File: config.mk
export PLATFORM = sky130hd
export DESIGN_NAME = muldiv_unit_flat
export DESIGN_NICKNAME = d
export VERILOG_FILES = /design/src/rtl/muldiv_unit_if.sv /design/src/rtl/muldiv_unit.sv /design/src/flat_wrapper.sv
export SDC_FILE = /design/constraint.sdc
export NUM_CORES = 1
export LEC_CHECK = 0
export CAP_MARGIN = 20
export CORE_ASPECT_RATIO = 1.5
export CORE_UTILIZATION = 30
export CTS_CLUSTER_DIAMETER = 40
export CTS_CLUSTER_SIZE = 40
export DETAILED_ROUTE_END_ITERATION = 10
export SKIP_LAST_GASP = 1
export SYNTH_ARGS = -nofsm -noshare
export SYNTH_HDL_FRONTEND = slang
export SYNTH_SLANG_ARGS = --single-unit
File: constraint.sdc
create_clock -name clk -period 3.53 [get_ports clk]
set_clock_uncertainty 0.15 [all_clocks]
set_input_delay 0.706 -clock clk [delete_from_list [all_inputs] [get_ports clk]]
set_output_delay 0.706 -clock clk [all_outputs]
set_load 0.01 [all_outputs]
File: src/rtl/muldiv_unit_if.sv
// Request/result bus between the pipeline and the iterative multiply/divide unit.
// The master side is the pipeline, the slave side is muldiv_unit.
interface muldiv_unit_if;
    logic        start;
    logic [1:0]  MdOp;
    logic [31:0] DataIn1;
    logic [31:0] DataIn2;
    logic        MtHi;
    logic        MtLo;
    logic        Flush;
    logic        Busy;
    logic        Done;
    logic [31:0] Hi;
    logic [31:0] Lo;

    modport master (
        output start, MdOp, DataIn1, DataIn2, MtHi, MtLo, Flush,
        input  Busy, Done, Hi, Lo
    );

    modport slave (
        input  start, MdOp, DataIn1, DataIn2, MtHi, MtLo, Flush,
        output Busy, Done, Hi, Lo
    );
endinterface

File: src/rtl/muldiv_unit.sv
// Iterative MIPS-style HI/LO multiply/divide unit: 32 shift-add or restoring
// shift-subtract steps on operand magnitudes, then one sign-fix cycle.
module muldiv_unit (
    input logic          clk,
    input logic          rst_n,
    muldiv_unit_if.slave bus
);
    typedef enum logic [1:0] {
        IDLE = 2'd0,
        RUN  = 2'd1,
        FIX  = 2'd2
    } state_e;

    state_e      state_q, state_d;
    logic [5:0]  cnt_q, cnt_d;
    logic        is_div_q, is_div_d;
    logic        div_zero_q, div_zero_d;
    logic        neg_res_q, neg_res_d;
    logic        neg_rem_q, neg_rem_d;
    logic [31:0] opb_q, opb_d;   // multiplicand or divisor magnitude
    logic [31:0] rem_q, rem_d;   // product high half or partial remainder
    logic [31:0] quo_q, quo_d;   // multiplier shifting out or quotient shifting in
    logic [31:0] hi_q, hi_d;
    logic [31:0] lo_q, lo_d;
    logic        done_q, done_d;

    logic        signed_op, a_neg, b_neg;
    logic [31:0] mag_a, mag_b;
    logic [32:0] mul_sum;
    logic [32:0] div_shift;
    logic        div_ge;
    logic [31:0] div_sub;
    logic [63:0] product;

    assign signed_op = ~bus.MdOp[0];
    assign a_neg     = signed_op & bus.DataIn1[31];
    assign b_neg     = signed_op & bus.DataIn2[31];
    assign mag_a     = a_neg ? -bus.DataIn1 : bus.DataIn1;
    assign mag_b     = b_neg ? -bus.DataIn2 : bus.DataIn2;

    assign mul_sum   = {1'b0, rem_q} + (quo_q[0] ? {1'b0, opb_q} : 33'd0);
    assign div_shift = {rem_q, quo_q[31]};
    assign div_ge    = div_shift >= {1'b0, opb_q};
    assign div_sub   = div_shift[31:0] - opb_q;
    assign product   = {rem_q, quo_q};

    always_comb begin
        // NOTE: every _d takes its hold value first, so no branch below can infer a latch.
        state_d    = state_q;
        cnt_d      = cnt_q;
        is_div_d   = is_div_q;
        div_zero_d = div_zero_q;
        neg_res_d  = neg_res_q;
        neg_rem_d  = neg_rem_q;
        opb_d      = opb_q;
        rem_d      = rem_q;
        quo_d      = quo_q;
        hi_d       = hi_q;
        lo_d       = lo_q;
        done_d     = 1'b0;

        if (bus.Flush) begin
            state_d = IDLE;
        end else begin
            case (state_q)
                IDLE: begin
                    if (bus.start) begin
                        state_d    = RUN;
                        cnt_d      = 6'd0;
                        is_div_d   = bus.MdOp[1];
                        div_zero_d = bus.MdOp[1] & (bus.DataIn2 == 32'd0);
                        neg_res_d  = a_neg ^ b_neg;
                        neg_rem_d  = a_neg;
                        opb_d      = mag_b;
                        rem_d      = 32'd0;
                        quo_d      = mag_a;
                    end else begin
                        if (bus.MtHi) hi_d = bus.DataIn1;
                        if (bus.MtLo) lo_d = bus.DataIn1;
                    end
                end
                RUN: begin
                    cnt_d = cnt_q + 6'd1;
                    if (is_div_q) begin
                        rem_d = div_ge ? div_sub : div_shift[31:0];
                        quo_d = {quo_q[30:0], div_ge};
                    end else begin
                        rem_d = mul_sum[32:1];
                        quo_d = {mul_sum[0], quo_q[31:1]};
                    end
                    if (cnt_q == 6'd31) state_d = FIX;
                end
                FIX: begin
                    state_d = IDLE;
                    done_d  = 1'b1;
                    if (is_div_q) begin
                        // A zero divisor leaves the full dividend magnitude in rem_q.
                        lo_d = div_zero_q ? 32'hFFFF_FFFF : (neg_res_q ? -quo_q : quo_q);
                        hi_d = neg_rem_q ? -rem_q : rem_q;
                    end else begin
                        {hi_d, lo_d} = neg_res_q ? -product : product;
                    end
                end
                default: state_d = IDLE;
            endcase
        end
    end

    always_ff @(posedge clk) begin
        // NOTE: non-blocking updates so every flop samples the values from before the edge.
        if (!rst_n) begin
            state_q    <= IDLE;
            cnt_q      <= 6'd0;
            is_div_q   <= 1'b0;
            div_zero_q <= 1'b0;
            neg_res_q  <= 1'b0;
            neg_rem_q  <= 1'b0;
            opb_q      <= 32'd0;
            rem_q      <= 32'd0;
            quo_q      <= 32'd0;
            hi_q       <= 32'd0;
            lo_q       <= 32'd0;
            done_q     <= 1'b0;
        end else begin
            state_q    <= state_d;
            cnt_q      <= cnt_d;
            is_div_q   <= is_div_d;
            div_zero_q <= div_zero_d;
            neg_res_q  <= neg_res_d;
            neg_rem_q  <= neg_rem_d;
            opb_q      <= opb_d;
            rem_q      <= rem_d;
            quo_q      <= quo_d;
            hi_q       <= hi_d;
            lo_q       <= lo_d;
            done_q     <= done_d;
        end
    end

    assign bus.Busy = (state_q != IDLE);
    assign bus.Done = done_q;
    assign bus.Hi   = hi_q;
    assign bus.Lo   = lo_q;
endmodule

File: src/flat_wrapper.sv
// flat-port wrapper written by rule: the top's interface ports become plain ports
module muldiv_unit_flat 
  (clk, rst_n, bus_start, bus_MdOp, bus_DataIn1, bus_DataIn2, bus_MtHi, bus_MtLo, bus_Flush, bus_Busy, bus_Done, bus_Hi, bus_Lo);
  muldiv_unit_if bus_i ();
  input logic clk;
  input logic rst_n;
  input wire logic [$bits(bus_i.start)-1:0] bus_start;
  input wire logic [$bits(bus_i.MdOp)-1:0] bus_MdOp;
  input wire logic [$bits(bus_i.DataIn1)-1:0] bus_DataIn1;
  input wire logic [$bits(bus_i.DataIn2)-1:0] bus_DataIn2;
  input wire logic [$bits(bus_i.MtHi)-1:0] bus_MtHi;
  input wire logic [$bits(bus_i.MtLo)-1:0] bus_MtLo;
  input wire logic [$bits(bus_i.Flush)-1:0] bus_Flush;
  output wire logic [$bits(bus_i.Busy)-1:0] bus_Busy;
  output wire logic [$bits(bus_i.Done)-1:0] bus_Done;
  output wire logic [$bits(bus_i.Hi)-1:0] bus_Hi;
  output wire logic [$bits(bus_i.Lo)-1:0] bus_Lo;
  assign bus_i.start = bus_start;
  assign bus_i.MdOp = bus_MdOp;
  assign bus_i.DataIn1 = bus_DataIn1;
  assign bus_i.DataIn2 = bus_DataIn2;
  assign bus_i.MtHi = bus_MtHi;
  assign bus_i.MtLo = bus_MtLo;
  assign bus_i.Flush = bus_Flush;
  assign bus_Busy = bus_i.Busy;
  assign bus_Done = bus_i.Done;
  assign bus_Hi = bus_i.Hi;
  assign bus_Lo = bus_i.Lo;
  muldiv_unit u_core (.clk(clk), .rst_n(rst_n), .bus(bus_i));
endmodule
==> flow_metrics.tcl <==
set metrics [dict create \
    max_freq_mhz 294 \
    overflow 0 \
    critPathTopFamily "simple AND/OR/NAND/NOR gates" \
    num_vias 15600 \
    path_clk_slew_ns 0.08 \
    area_growth_pct 25.6 \
    routed_wl_um 59200 \
    antenna_found_initial 0 \
    fill_cells 4872 \
    setup_viol 0 \
    cp-start-kind "flop" \
    postCtsHoldBufs 0 \
    synth.avg_cell_area_um2 7.34 \
    htreeDepth 4 \
    r2r_slack_ns 0.13 \
    total_power_uw 5650 \
    cts-root-buf "clkbuf_16" \
    critical-path-max-stage-delay_ns 0.61 \
    yosys_warnings 0 \
    syn_nets 2051 \
    grt_pass1_wl_um 88500 \
    critPathCaptureType "flop" \
    finalWeightedCongestion 1.01 \
    met3_usage_pct 3.66 \
    cp.arrival_ns 3.60 \
    start_util_pct 30.5 \
    tightest_slew_ns 0.928 \
    worst_r2r_path_depth 9 \
    clock_sinks 173 \
    power.leakage_uw 0.00674 \
    crit_chain "or4_4 > nor4_4 > nand4_2 > o31ai_1 > nand2_1 > and2_1 > o21ai_0 > xor2_1 > o21ai_0" \
    row_count 96 \
    min_to "u_core.bus.Lo[6]" \
    synthCells 1908 \
    synth_area_leaders "dfxtp_1, xnor2_1, a21oi_1" \
    syn_area_mm2 0.0140 \
    power-per-cell-area_mw_per_mm2 321 \
    worstHoldPathCells 2 \
    dr.pass1.iters 6 \
    worst-path-buf-inv 0 \
    grt_use_met1_pct 25.4 \
    via_per_inst 5.77 \
    drive_gt1_share_pct 10.8 \
    worstPathRequired_ns 3.73 \
    die_y_um 267 \
    min_path_type "reg -> reg" \
    critical_path_class "reg -> reg" \
    top_usage_layer "met2" \
    grt_usage_pct 24.7 \
    cts_buffer_depth 2 \
    drtAntennaViolNets 0 \
    outcome "finished, final reports clean" \
    drcViolationCount 0 \
    dieArea_mm2 0.0476 \
    die_w_um 178 \
    grt.met2_usage_pct 44.1 \
    synth_cell_types 74 \
    dpl.hpwl_um 47100 \
    grt_pass1_vias 15200 \
    cts_tree "built" \
    hold_path.startpoint "u_core.bus.Lo[6]" \
    seq_area_frac_synth_pct 24.7 \
    final_nets 2241 \
    crit_top_cell "o21ai_0" \
    final-hold-violation-count 0 \
    clk-insertion-delay-late_ns 0.47 \
    core-area_mm2 0.0459 \
    reg2reg_from "u_core.quo_q[13]" \
    finalMaxSlewViolations 0 \
    r2r-end "u_core.bus.Hi[19]" \
    grt_max_degree 67 \
    slew_headroom_pct 38.2 \
    cts_made_buffers 17 \
    portBuffers 137 \
    cp_max_fo 8 \
    wl_per_cell_um 21.9 \
    period_share_pct 96.3 \
    first_iter_violations 1339 \
    ir_worst_vdd_v 0.000380 \
    synthFlopType "dfxtp_1" \
    synth.largest_area_cell "dfxtp_1" \
    tns_ns 0 \
    pin_count 138 \
    max-cap-violations 0 \
    rsz0062_at_grt "yes" \
    final_cell_mix "nand2_1, a21oi_1, nor2_1, dfxtp_1, o21ai_0" \
    synth_top_cell_area_share_pct 24.7 \
    synth_edf_count 0 \
    final_common_cell "nand2_1" \
    post-route-min-period_ns 3.40 \
    ys_async_sr_fraction_pct 0 \
    synth-seq-cells 173 \
    post-cts-setup-buffer-count 0 \
    antenna_cells 0 \
    crit_slowest_cell "or4_4" \
]
[layer usage]
metal / wire length (um) / part of all wire, %
met2: 29900 / 51
met4: 5070 / 8.6
met5: 0 / 0
met1: 21200 / 36
met3: 3040 / 5.1
[power breakdown]
| group | leakage (uW) | internal, uW | switching (uW) | total [uW] |
|---|---|---|---|---|
| clock | 0.000315 | 1220 | 970 | 2190 |
| combinational | 0.00501 | 546 | 792 | 1340 |
| sequential | 0.00141 | 2030 | 92.2 | 2120 |
| total | 0.00674 | 3790 | 1850 | 5650 |
[synth_stat cells, types with 20 or more instances]
master and n:
ha_1 69, clkbuf_1 104, mux2i_1 48, o21ai_0 168
o211ai_1 29, xnor2_1 112, o221ai_1 34, dfxtp_1 173
nand2_1 203, o31ai_1 27, a211oi_1 27, nand2b_1 22
nand3_1 40, a21o_1 23, a22oi_1 21, nor2_1 177
xor2_1 60, a21oi_1 183, inv_1 75, a31oi_1 20
nor3_1 48
[state kept, by name, summed over array words and instances, names as in the netlist]
| signal | cells |
|---|---|
| u_core.div_zero_q | 1 |
| u_core.bus.Hi | 32 |
| u_core.bus.Lo | 32 |
| u_core.is_div_q | 1 |
| u_core.quo_q | 32 |
| u_core.neg_res_q | 1 |
| u_core.neg_rem_q | 1 |
| u_core.opb_q | 32 |
| u_core.rem_q | 32 |
| u_core.state_q | 2 |
| u_core.cnt_q | 6 |
| u_core.bus.Done | 1 |
[timing repair]
action | CTS | global route
pin swaps | 0 | 2
resized for setup | 3 | 12
endpoints found under the setup margin | 2 | 11
[worst register-to-register path: cells and delay by family, from the launching register on]
| family | cells | cell delay (ns) |
|---|---|---|
| flip-flops | 1 | 0.40 |
| AO/OA/AOI/OAI | 3 | 0.79 |
| AND/OR/NAND/NOR | 5 | 1.70 |
| XOR/XNOR | 1 | 0.24 |
[logic make-up after synthesis]
| group | after synthesis | share of synthesized area, % |
|---|---|---|
| AND/OR/NAND/NOR | 610 | 20.5 |
| XOR/XNOR | 172 | 10.8 |
| flip-flops | 173 | 24.7 |
| buffers and inverters | 199 | 5.59 |
| multiplexers | 50 | 3.59 |
| AO/OA/AOI/OAI | 633 | 28.4 |
| adder cells (fa/ha/maj) | 71 | 6.45 |
[area by class of cell]
class                   instances  area, um2  share of cell area (%)
multi-input cells            1536       9840                    55.9
well taps                     588        736                    4.18
inverters                      75        282                    1.60
clock inverters                15        228                    1.29
clock buffers                  17        425                    2.42
repair buffers                295       2620                    14.9
flip-flops and latches        173       3470                    19.7
[how the worst max path moves through the flow]
stage	startpoint	to	slack, ns	cells past startpoint
floorplan	u_core.quo_q[0]	u_core.rem_q[28]	0.33	13
global placement	u_core.quo_q[0]	u_core.rem_q[30]	0.05	13
detailed placement	u_core.quo_q[0]	u_core.rem_q[30]	-0.11	13
CTS	u_core.quo_q[0]	u_core.rem_q[30]	0.009	13
global route	u_core.quo_q[0]	u_core.rem_q[30]	-0.004	13
finish	u_core.quo_q[13]	u_core.bus.Hi[19]	0.13	9
[through the flow]
stage | util, % | hold WS (ns) | setup slack [ns] | cell area [um2] | cells
finish | 38.3 | 0.305 | 0.129 | 17600 | 2699
floorplan | - | 0.282 | 0.329 | 14000 | 1908
detailed placement | 36.8 | 0.297 | -0.107 | 16900 | 2666
global placement | 36.8 | 0.292 | 0.0545 | 16900 | 2666
CTS | 38.2 | 0.306 | 0.00944 | 17500 | 2698
global route | 38.3 | 0.326 | -0.00359 | 17600 | 2699
Power figures use the tool's default switching activity.
